--- config.mk ---
export PLATFORM = sky130hd
export DESIGN_NAME = jk_bank_sched_flat
export DESIGN_NICKNAME = d
export VERILOG_FILES = /design/src/rtl/jk_req_if.sv /design/src/rtl/jk_bank_sched.sv /design/src/flat_wrapper.sv
export SDC_FILE = /design/constraint.sdc
export NUM_CORES = 1
export LEC_CHECK = 0
export BUFFER_PORTS_ARGS = -buffer_cell sky130_fd_sc_hd__clkbuf_2
export CAP_MARGIN = 10
export CORE_MARGIN = 5
export CORE_UTILIZATION = 50
export CTS_BUF_LIST = sky130_fd_sc_hd__clkbuf_8
export CTS_CLUSTER_DIAMETER = 40
export DETAILED_ROUTE_END_ITERATION = 12
export PLACE_DENSITY = 0.86
export SKIP_LAST_GASP = 1
export SLEW_MARGIN = 20
export SYNTH_ARGS = -nofsm -noshare
export SYNTH_HDL_FRONTEND = slang
export SYNTH_SLANG_ARGS = --single-unit
export TNS_END_PERCENT = 30
--- constraint.sdc ---
create_clock -name clk -period 3.4 [get_ports clk]
set_input_delay 0 -clock clk [delete_from_list [all_inputs] [get_ports clk]]
set_output_delay 0 -clock clk [all_outputs]
set_load 0.01 [all_outputs]
--- src/rtl/jk_req_if.sv ---
// Requester command channel for jk_bank_sched.
// A valid/ready handshake carrying one masked command with a repeat count.
interface jk_req_if #(
  parameter int WIDTH = 8,
  parameter int CNTW  = 4
);
  logic             valid;
  logic             ready;
  logic [1:0]       op;
  logic [WIDTH-1:0] mask;
  logic [CNTW-1:0]  cnt;

  modport master (
    output valid, op, mask, cnt,
    input  ready
  );

  modport slave (
    input  valid, op, mask, cnt,
    output ready
  );
endinterface

--- src/rtl/jk_bank_sched.sv ---
// Round-robin command scheduler for a shared bank of jk flip-flops.
// Drives a granted command for cnt+1 cycles, then one idle gap with done.
module jk_bank_sched #(
  parameter int WIDTH = 8,
  parameter int CNTW  = 4
) (
  input  logic             clk,
  input  logic             rst,
  jk_req_if.slave          req0,
  jk_req_if.slave          req1,
  output logic [WIDTH-1:0] j,
  output logic [WIDTH-1:0] k,
  output logic             busy,
  output logic             gnt_id,
  output logic             done
);

  typedef enum logic [1:0] {
    IDLE,
    APPLY,
    GAP
  } state_t;

  state_t           state_q, state_d;
  logic             last_q, last_d;
  logic             gnt_q, gnt_d;
  logic             busy_q, busy_d;
  logic             done_q, done_d;
  logic [1:0]       op_q, op_d;
  logic [WIDTH-1:0] mask_q, mask_d;
  logic [WIDTH-1:0] j_q, j_d;
  logic [WIDTH-1:0] k_q, k_d;
  logic [CNTW-1:0]  rem_q, rem_d;

  logic             sel1;
  logic             take;
  logic [1:0]       win_op;
  logic [WIDTH-1:0] win_mask;
  logic [CNTW-1:0]  win_cnt;

  // Requester 1 wins alone, or on a tie when requester 0 was served last.
  assign sel1 = req1.valid & (~req0.valid | ~last_q);
  assign take = (state_q == IDLE)
              & (req0.valid | req1.valid)
              & ~rst;

  assign req0.ready = take & ~sel1;
  assign req1.ready = take & sel1;

  assign win_op   = sel1 ? req1.op   : req0.op;
  assign win_mask = sel1 ? req1.mask : req0.mask;
  assign win_cnt  = sel1 ? req1.cnt  : req0.cnt;

  always_comb begin
    state_d = state_q;
    last_d  = last_q;
    gnt_d   = gnt_q;
    busy_d  = busy_q;
    done_d  = 1'b0;
    op_d    = op_q;
    mask_d  = mask_q;
    j_d     = j_q;
    k_d     = k_q;
    rem_d   = rem_q;
    unique case (state_q)
      IDLE: begin
        if (take) begin
          op_d    = win_op;
          mask_d  = win_mask;
          rem_d   = win_cnt;
          gnt_d   = sel1;
          last_d  = sel1;
          j_d     = win_mask & {WIDTH{win_op[1]}};
          k_d     = win_mask & {WIDTH{win_op[0]}};
          busy_d  = 1'b1;
          state_d = APPLY;
        end
      end
      APPLY: begin
        if (rem_q == '0) begin
          j_d     = '0;
          k_d     = '0;
          done_d  = 1'b1;
          state_d = GAP;
        end else begin
          rem_d = rem_q - CNTW'(1);
          j_d   = mask_q & {WIDTH{op_q[1]}};
          k_d   = mask_q & {WIDTH{op_q[0]}};
        end
      end
      GAP: begin
        busy_d  = 1'b0;
        state_d = IDLE;
      end
      default: begin
        state_d = IDLE;
      end
    endcase
  end

  always_ff @(posedge clk) begin
    if (rst) begin
      state_q <= IDLE;
      last_q  <= 1'b1;
      gnt_q   <= 1'b0;
      busy_q  <= 1'b0;
      done_q  <= 1'b0;
      op_q    <= '0;
      mask_q  <= '0;
      j_q     <= '0;
      k_q     <= '0;
      rem_q   <= '0;
    end else begin
      state_q <= state_d;
      last_q  <= last_d;
      gnt_q   <= gnt_d;
      busy_q  <= busy_d;
      done_q  <= done_d;
      op_q    <= op_d;
      mask_q  <= mask_d;
      j_q     <= j_d;
      k_q     <= k_d;
      rem_q   <= rem_d;
    end
  end

  assign j      = j_q;
  assign k      = k_q;
  assign busy   = busy_q;
  assign gnt_id = gnt_q;
  assign done   = done_q;

endmodule

--- src/flat_wrapper.sv ---
// flat-port wrapper written by rule: the top's interface ports become plain ports
module jk_bank_sched_flat 
#(
  parameter int WIDTH = 8,
  parameter int CNTW  = 4
)
  (clk, rst, j, k, busy, gnt_id, done, req0_valid, req0_op, req0_mask, req0_cnt, req0_ready, req1_valid, req1_op, req1_mask, req1_cnt, req1_ready);
  jk_req_if #(.WIDTH(WIDTH), .CNTW(CNTW)) req0_i ();
  jk_req_if #(.WIDTH(WIDTH), .CNTW(CNTW)) req1_i ();
  input  logic clk;
  input  logic rst;
  output logic [WIDTH-1:0] j;
  output logic [WIDTH-1:0] k;
  output logic busy;
  output logic gnt_id;
  output logic done;
  input wire logic [$bits(req0_i.valid)-1:0] req0_valid;
  input wire logic [$bits(req0_i.op)-1:0] req0_op;
  input wire logic [$bits(req0_i.mask)-1:0] req0_mask;
  input wire logic [$bits(req0_i.cnt)-1:0] req0_cnt;
  output wire logic [$bits(req0_i.ready)-1:0] req0_ready;
  input wire logic [$bits(req1_i.valid)-1:0] req1_valid;
  input wire logic [$bits(req1_i.op)-1:0] req1_op;
  input wire logic [$bits(req1_i.mask)-1:0] req1_mask;
  input wire logic [$bits(req1_i.cnt)-1:0] req1_cnt;
  output wire logic [$bits(req1_i.ready)-1:0] req1_ready;
  assign req0_i.valid = req0_valid;
  assign req0_i.op = req0_op;
  assign req0_i.mask = req0_mask;
  assign req0_i.cnt = req0_cnt;
  assign req0_ready = req0_i.ready;
  assign req1_i.valid = req1_valid;
  assign req1_i.op = req1_op;
  assign req1_i.mask = req1_mask;
  assign req1_i.cnt = req1_cnt;
  assign req1_ready = req1_i.ready;
  jk_bank_sched #(.WIDTH(WIDTH), .CNTW(CNTW)) u_core (.clk(clk), .rst(rst), .req0(req0_i), .req1(req1_i), .j(j), .k(k), .busy(busy), .gnt_id(gnt_id), .done(done));
endmodule
# [Yosys cells after proc, flatten, opt, wreduce, memory -nomap -nowiden]
# Index checks and enable logic that the tools add are counted.
[totals] reg_bits=36 inputBits=32 out_inout_bits=21 word_cells=60
[classes] addsub=1 n_eq_ne=5 n_mux=18 bitwise=16 reduce_logical=10
[op_table] cell="two-way mux 8 bit" n=5
[op_table] cell="bitwise AND 8 bit" n=4
[op_table] cell="case mux 8 bit (2 select lines)" n=2
[op_table] cell="two-way mux 4 bit" n=3
[op_table] cell="case mux 4 bit (2 select lines)" n=1
[op_table] cell="AND reduction 2 bit" n=4
[op_table] cell="two-way mux 2 bit" n=3
[op_table] cell="bitwise AND 1 bit" n=5
[op_table] cell="inverter 1 bit" n=5
[op_table] cell="zero test 4 bit" n=1
[op_table] cell="!= test 2 x 1 -> 1 bit, second input constant" n=2
[op_table] cell="case mux 2 bit (2 select lines)" n=1
[op_table] cell="nonzero test 2 bit" n=2
[op_table] cell="subtractor 4 x 1 -> 4 bit, second input constant" n=1
[op_table] cell="AND reduction 3 bit" n=1
[op_table] cell="equality test 2 x 1 -> 1 bit, second input constant" n=1
[op_table] cell="equality test 2 bit, second input constant" n=1
[op_table] cell="zero test 2 bit" n=1
[op_table] cell="two-way mux 1 bit" n=2
[op_table] cell="!= test 2 bit, second input constant" n=1
[op_table] cell="OR 1 bit" n=2
[op_table] cell="case mux 1 bit (2 select lines)" n=1
[op_table] cell="OR reduction 2 bit" n=1

# [Longest topological paths before layout]
# Gate-level depths: netlist (run 1).
[depth] ltp_word=7 ltp_mapped=7 ltp_nobuf=6

# [Least setup slack after synthesis (run 1)]
# OpenSTA, ideal clock, no wires.
[synth_timing] path_kind="register to register" from="reg u_core.rem_q[0]" to="reg u_core.j_q[0] (netlist: u_core.j[0])" t_arrival_ns=1.540 required_time_ns=3.268 setup_slack_ns=1.728 stages_incl_launch_ff=8 n_path_buf=1 synth_period_minus_slack_ns=1.672 cell_sequence="dfxtp_1 inv_1 ha_1 or3b_4 and3_4 buf_6 a221oi_1 nor3_1"
[synth_via] elab_chain_cells=3
[synth_rtl] item="start: declaration" line="jk_bank_sched.sv:33" text="logic [CNTW-1:0] rem_q, rem_d;"
[synth_rtl] item="start signal: assignment" line="jk_bank_sched.sv:123" text="rem_q <= rem_d;"
[synth_rtl] item="zero test 4 bit" line="jk_bank_sched.sv:80" text="if (rem_q == '0) begin"
[synth_rtl] item="two-way mux 8 bit" line="jk_bank_sched.sv:80"
[synth_rtl] item="case mux 8 bit (2 select lines)" line="jk_bank_sched.sv:65" text="unique case (state_q)"
[synth_rtl] item="end signal: assignment" line="jk_bank_sched.sv:121" text="j_q <= j_d;"
[synth_rtl] item="end: declaration" line="jk_bank_sched.sv:31" text="logic [WIDTH-1:0] j_q, j_d;"
# No other way between the ends.
# A chain may end at the register's enable or synchronous reset.

# [Worst setup path after layout (run 1)]
[layout_timing] from="reg u_core.state_q[0]" to="out req1_ready"
[layout_via] elab_chain_cells=4
[layout_rtl] item="start: declaration" line="jk_bank_sched.sv:24" text="state_t state_q, state_d;"
[layout_rtl] item="start signal: assignment" line="jk_bank_sched.sv:114" text="state_q <= state_d;"
[layout_rtl] item="zero test 2 bit" line="jk_bank_sched.sv:43" text="assign take = (state_q == IDLE)"
[layout_rtl] item="bitwise AND 1 bit" line="jk_bank_sched.sv:44" text="& (req0.valid | req1.valid)"
[layout_rtl] item="bitwise AND 1 bit" line="jk_bank_sched.sv:45" text="& ~rst;"
[layout_rtl] item="bitwise AND 1 bit" line="jk_bank_sched.sv:48" text="assign req1.ready = take & sel1;"
[layout_rtl] item="end: declaration" line="flat_wrapper.sv:26" text="output wire logic [$bits(req1_i.ready)-1:0] req1_ready;"
# No other way between the ends.

==> results of run 1 <==
-- critical path, delay by kind of cell (launching register included) --
family,cells,cell delay [ps]
flip-flops,1,350
AND/OR/NAND/NOR,3,1270
buffers and inverters,1,150
-- synthesized netlist by cell type --
master    instances  area (um2)
a21o_1            1        7.51
o21ai_0          12        60.1
mux2_2            2        22.5
a31o_2            1        8.76
o2111a_1          1        11.3
and3_1            1        6.26
a21oi_1           4        20.0
a21boi_2          1        11.3
a221oi_1         15         131
a32o_1            1        10.0
o32ai_1           1        8.76
and3_4            2        22.5
nand2_1          47         176
a221o_1           1        10.0
nand2b_1          2        12.5
ha_1              1        12.5
nor3_1           32         160
and2_1            1        6.26
clkbuf_1          9        33.8
o22ai_1           1        6.26
or2_4             1        8.76
buf_6             2        22.5
nor2_1            4        15.0
a221oi_2          1        15.0
o211ai_1          2        15.0
dfxtp_1          36         721
nor2b_1           1        6.26
nand3_1           3        15.0
inv_1             6        22.5
nor4_1            2        12.5
a31oi_4           1        21.3
or3b_4            1        11.3
or3_1             1        6.26
mux2i_1          29         290
buf_4             5        37.5
buf_2             5        25.0
-- cell families after synthesis --
kind of cell    after synthesis
simple gates                 98
compound gates               43
flops                        36
mux                          31
buf+inv                      27
fa+ha+maj                     1
-- state kept, by name, summed over array words and instances (netlist names) --
signal and cells:
u_core.op_q 2, u_core.rem_q 4, u_core.state_q 2, u_core.done 1, u_core.gnt_id 1, u_core.last_q 1, u_core.mask_q 8, u_core.busy 1
u_core.k 8, u_core.j 8
-- worst paths after layout --
| kind | start | end | slack, ps | depth (start not counted) |
|---|---|---|---|---|
| max reg2reg | u_core.rem_q[0] | u_core.k[2] | 1600 | 6 |
| max | u_core.state_q[0] | req1_ready | 1350 | 4 |
| min | req0_mask[6] | u_core.mask_q[6] | 30 | 3 |
| min reg2reg | u_core.gnt_id | u_core.gnt_id | 460 | 1 |
-- cell usage in the layout (no fill, tap or decap), types with 2 or more instances in the layout --
cell type and instances:
nor2_1 4, clkbuf_2 52, mux2i_1 29, nand2_1 47, and3_4 2, a21oi_1 4
mux2_2 2, a221oi_1 15, o21ai_0 12, dfxtp_1 36, nand3_1 3, o211ai_1 2
inv_1 6, nor4_1 2, clkbuf_8 5, nor3_1 32, nand2b_1 2, buf_4 2
-- report_power, final --
part / internal, mW / total [mW] / switching [mW] / leakage (nW)
registers: 0.565 / 0.663 / 0.0972 / 0.297
clock network: 0.217 / 0.374 / 0.157 / 0.0541
logic: 0.325 / 0.803 / 0.477 / 0.665
total: 1.11 / 1.84 / 0.732 / 1.02
-- final cells by class --
| type | instances | area, um2 | share of cell area, % |
|---|---|---|---|
| Clock inverter | 3 | 42.5 | 1.83 |
| Inverter | 6 | 22.5 | 0.970 |
| Multi-Input combinational cell | 173 | 1130 | 48.7 |
| Tap cell | 48 | 60.1 | 2.59 |
| Timing Repair Buffer | 54 | 275 | 11.9 |
| Clock buffer | 5 | 68.8 | 2.96 |
| Sequential cell | 36 | 721 | 31.1 |
-- metal layers --
metal  wire length (um)  track usage (%)  vias to the layer above
met5                  0                0                        -
met4                 89             7.58                        0
met1               2180             27.5                      885
li1                   -                -                      932
met3                469             5.23                       15
met2               2180             25.7                       88
-- metrics by stage --
step                      area (um2)  util, %  power [mW]  cells
after floorplan                 1980        -        1.25    236
after global placement          2210     59.0        1.44    317
after detailed placement        2210     59.0        1.46    317
after CTS                       2320     62.0        1.83    325
after global routing            2320     62.0        1.96    325
final                           2320     62.0        1.84    325
==> flow_metrics.env, run 1 <==
export IMPL_cts_made_buffers=5
export IMPL_rsz0062_at_grt="no"
export IMPL_arrival_ps=2050
export IMPL_io_buffers=52
export IMPL_drtAntennaViolNets=0
export IMPL_cts_setup_buffers=0
export IMPL_fmax_mhz=487
export IMPL_grt_max_degree=29
export IMPL_netlist_area_um2=1980
export IMPL_gp_congestion=0.840
export IMPL_start_util_pct=53.0
export IMPL_drtIter0Drc=146
export IMPL_cts_resized=0
export IMPL_setup_viol=0
export IMPL_clk_path_buf_depth=2
export IMPL_synth_seq_area_share_pct=36.3
export IMPL_p_leak_nw=1.02
export IMPL_outcome="completed"
export IMPL_start_kind="flop"
export IMPL_grt_pass1_wl_mm=7.92
export IMPL_drc=0
export IMPL_ctsHtreeMaxLevel=2
export IMPL_core_um2=3740
export IMPL_hold_viol_final=0
export IMPL_avgSynthCellArea_um2=8.40
export IMPL_rows=22
export IMPL_slew_viol_final=0
export IMPL_hpwl_mm=3.67
export IMPL_die_x_um=73.0
export IMPL_dpl_worst_slack_ps=1620
export IMPL_clk_pin_slew_ps=70
export IMPL_final_min_clock_period_ps=2050
export IMPL_worst_endpoint_required_ps=3400
export IMPL_synthSimpleGateAreaFrac_pct=23.2
export IMPL_ctsHoldBuffers=0
export IMPL_area_delta_synth_final_pct=17.0
export IMPL_maxCapViolations=0
export IMPL_synth_fp_nets=269
export IMPL_max_slew_margin_rel_pct=35.6
export IMPL_crit_fanout=19
export IMPL_layout_setup_ws_ps=1350
export IMPL_dieArea_um2=5330
export IMPL_detail_route_wl_per_cell_um=15.1
export IMPL_dr_total_vias=1920
export IMPL_viasPerCell=5.91
export IMPL_ir_drop_v=0.000306
export IMPL_cts_tree="done"
export IMPL_yosysWarnings=0
export IMPL_worstSetupPathType="flop to output pin"
export IMPL_crit_chain="nor2_1 > and3_1 > and2_1 > clkbuf_2"
export IMPL_fin_crit_sh_pct=60.4
export IMPL_synth_distinct_cells=36
export IMPL_synthMuxAreaShare_pct=15.8
export IMPL_antenna_diode_count=0
export IMPL_synth_xor_area_share_pct=0
export IMPL_grt_overflow_total=0
export IMPL_grt_pass1_vias=1690
export IMPL_crit_path_end_kind="output pin"
export IMPL_antenna_found_initial=0
export IMPL_synthAdderAreaFrac_pct=0.631
export IMPL_hp_class="input port to flop"
export IMPL_critPathSlowestCell="and3_1"
export IMPL_slowest_delay_ps=660
export IMPL_cts_root_buf="clkbuf_8"
export IMPL_cts_sinks=36
export IMPL_synthCells=236
export IMPL_insertion_delay_ps=290
export IMPL_clock_skew_ps=8.10
export IMPL_dr_pass1_iters=5
export IMPL_wirelength_mm=4.92
export IMPL_synth_compound_area_share_pct=17.0
export IMPL_synth_top_family_by_area="simple AND/OR/NAND/NOR gates"
export IMPL_gr_usage_all_layers_pct=18.8
export IMPL_tns_ps=0
export IMPL_ios=53
export IMPL_die_h_um=73.0
export IMPL_nets=309
export IMPL_fill_cells=340
export IMPL_power_density_nw_per_um2=792
export IMPL_drive_above_1_share_pct=26.4
export IMPL_yosys_register_bits=36
export IMPL_finalHoldWorstSlack_ps=25.4
export IMPL_worst_pin_slew_ps=966
(Power assumes the default switching activity.)
==> inputs of run 2 (changes only) <==
- ABC_AREA: not set -> 1
- CORE_UTILIZATION: 50 -> 49
- PLACE_DENSITY: 0.86 -> 0.88
- clock period: 3.4 -> 1.8 ns (I/O delays scaled with it)
==> run 2 against run 1 <==
Total power is 43% higher. Global-route usage is 0.50 points lower. Sequential share of layout area is 0.99 points lower. Utilization is 2.5 points lower. Hold slack better by 41 ps. Routed wire length is 7.0% lower. Setup slack worse by 1000 ps. First-iteration DRC count is 26% lower. Cell area is 3.3% higher. Flip-flop and latch count stayed put. Cell count is 26% higher. Register-to-register slack worse by 1300 ps. Highest routed layer unchanged.
==> flow_metrics.env, run 2 <==
export IMPL_ios=53
export IMPL_synthCells=313
export IMPL_final_cell_mix="74 x nand2_1, 61 x nor2_1, 52 x clkbuf_2"
export IMPL_io_buffers=52
export IMPL_drtAntennaViolNets=0
export IMPL_ir_drop_v=0.000486
export IMPL_insertion_delay_ps=290
export IMPL_netlist_area_um2=2040
export IMPL_cts_made_buffers=5
export IMPL_grt_pass1_vias=1795
export IMPL_dr_pass1_iters=4
export IMPL_outcome="completed"
export IMPL_cts_root_buf="clkbuf_8"
export IMPL_drtIter0Drc=108
export IMPL_yosys_area_top_type_share_pct=35.3
export IMPL_tns_ps=0
export IMPL_p_comb_share_pct=37.1
export IMPL_drc=0
export IMPL_yosys_register_bits=36
export IMPL_worst_pin_slew_ps=501
export IMPL_synth_fp_nets=346
export IMPL_synthArstFlopShare_pct=0
export IMPL_maxCapViolations=0
export IMPL_cts_tree="done"
export IMPL_p_clk_share_pct=22.4
export IMPL_rows=23
export IMPL_final_util_pct=59.5
export IMPL_power_density_nw_per_um2=1100
export IMPL_multi_input_area_um2=1100
export IMPL_synth_distinct_cells=25
export IMPL_avgSynthCellArea_um2=6.53
export IMPL_grt_max_degree=33
export IMPL_share_seq_of_total_power_pct=40.6
export IMPL_synth_edf_count=0
export IMPL_grt_overflow_total=0
export IMPL_synth_top_cells_by_count="74 x nand2_1, 61 x nor2_1, 36 x dfxtp_1"
export IMPL_synthFlopType="dfxtp_1"
export IMPL_p_leak_nw=1.22
export IMPL_final_min_clock_period_ps=1460
export IMPL_dr_total_vias=2025
export IMPL_internal_power_mw=1.61
export IMPL_arrival_ps=1650
export IMPL_yosysMostFrequentCell="nand2_1"
export IMPL_ff_latch_area_um2=721
export IMPL_gp_congestion=0.808
export IMPL_nets=393
export IMPL_cts_sinks=36
export IMPL_worst_endpoint_required_ps=1990
export IMPL_clk_path_buf_depth=2
export IMPL_antenna_found_initial=0
export IMPL_setup_viol=0
export IMPL_cts_setup_buffers=0
export IMPL_crit_fanout=18
export IMPL_synth_area_top_cells="dfxtp_1 35%, nand2_1 14%, nor2_1 11%"
export IMPL_yosys_area_top_type="dfxtp_1"
export IMPL_synth_seq_area_share_pct=35.3
export IMPL_slew_viol_final=0
export IMPL_antenna_diode_count=0
export IMPL_start_util_pct=50.7
export IMPL_fill_cells=392
export IMPL_viasPerCell=4.93
export IMPL_wirelength_mm=4.57
export IMPL_fmax_mhz=686
export IMPL_worstSetupPathType="flop to flop"
export IMPL_yosysWarnings=0
export IMPL_hp_class="input port to flop"
export IMPL_grt_pass1_wl_mm=7.90
export IMPL_p_sw_mw=1.01
export IMPL_dp_cells=402
export IMPL_clock_skew_ps=5.76
export IMPL_crit_path_end_kind="flop"
export IMPL_gr_usage_all_layers_pct=18.3
export IMPL_dieArea_um2=5560
export IMPL_die_h_um=74.6
export IMPL_ctsHtreeMaxLevel=2
export IMPL_hpwl_mm=3.41
export IMPL_switching_share_pct=38.6
export IMPL_max_slew_margin_rel_pct=66.5
export IMPL_area_delta_synth_final_pct=17.3
export IMPL_detail_route_wl_per_cell_um=11.1
export IMPL_die_x_um=74.6
export IMPL_hold_viol_final=0
export IMPL_rsz0062_at_grt="no"
export IMPL_core_um2=4030
export IMPL_clk_pin_slew_ps=70
export IMPL_layout_cells_most_common="nand2_1"
export IMPL_fin_cells=411
export IMPL_fin_crit_sh_pct=81.0
export IMPL_drive_above_1_share_pct=21.1
export IMPL_start_kind="flop"
==> run 2: cell types whose count changed after synthesis, sizes merged, moves of 3 or more <==
cell,change
a221oi,-16
and3,-3
clkbuf,-6
inv,+25
mux2i,-29
nand2,+32
nand3,+19
nand3b,+27
nor2,+58
nor3,-30
o21ai,+19
==> run 2: path summary, 6_finish.rpt <==
check,start,endpoint,slack [ps],cells after the start
worst max register to register,u_core.rem_q[0],u_core.rem_q[0],340,7
worst max-delay path,u_core.rem_q[0],u_core.rem_q[0],340,7
worst min-delay path,req0_op[0],u_core.op_q[0],70,5
worst min register to register,u_core.gnt_id,u_core.gnt_id,480,2
==> run 2: power groups by stage <==
stage / Sequential [mW] / Clock, mW / Combinational [mW]
after floorplan: 1.09 / 0 / 0.724
after global placement: 1.07 / 0 / 0.936
after detailed placement: 1.08 / 0 / 0.957
final: 1.07 / 0.588 / 0.974
after global routing: 1.08 / 0.637 / 1.13
after CTS: 1.06 / 0.600 / 0.965
==> run 2: final cells by class <==
| type | count | share of cell area (%) |
|---|---|---|
| Multi-Input combinational cell | 229 | 46.0 |
| Timing Repair Buffer | 57 | 12.5 |
| Clock inverter | 2 | 0.470 |
| Inverter | 31 | 4.85 |
| Tap cell | 50 | 2.61 |
| Clock buffer | 6 | 3.44 |
| Sequential cell | 36 | 30.1 |
==> run 2: cell families after synthesis <==
kind of cell / synth area share, %
fa+ha+maj: 0.612
simple gates: 44.6
compound gates: 8.39
buf+inv: 11.1
flops: 35.3
==> run 2: stage by stage <==
stage	worst slack (ps)	instance area [um2]	hold WS, ps	total power, mW
global route	158	2400	87.4	2.85
global placement	298	2290	249	2.01
CTS	220	2390	61.1	2.63
floorplan	510	2040	69.1	1.82
finish	342	2400	66.4	2.63
detailed placement	236	2290	256	2.04
==> run 2: repair_timing <==
item / CTS / global route
hold buffers: 1 / 0
hold endpoints to repair: 4 / 0
setup endpoints to repair: 0 / 2
gates resized for setup: 0 / 1
==> run 2: routing by layer <==
| metal | up-vias | GRT usage [%] | wire (um) |
|---|---|---|---|
| li1 | 1080 | - | - |
| met1 | 877 | 24.2 | 2150 |
| met2 | 59 | 27.5 | 1970 |
| met3 | 9 | 5.54 | 368 |
| met4 | 0 | 8.30 | 81 |
| met5 | - | 0 | 0 |
==> run 2: critical path, stage by stage (launching register included) <==
cell and delay [ps]:
dfxtp_1 310, inv_1 100, ha_1 250, nand3_4 200, nand2_1 130, nand2_1 120
o21ai_0 190, nor2_1 50
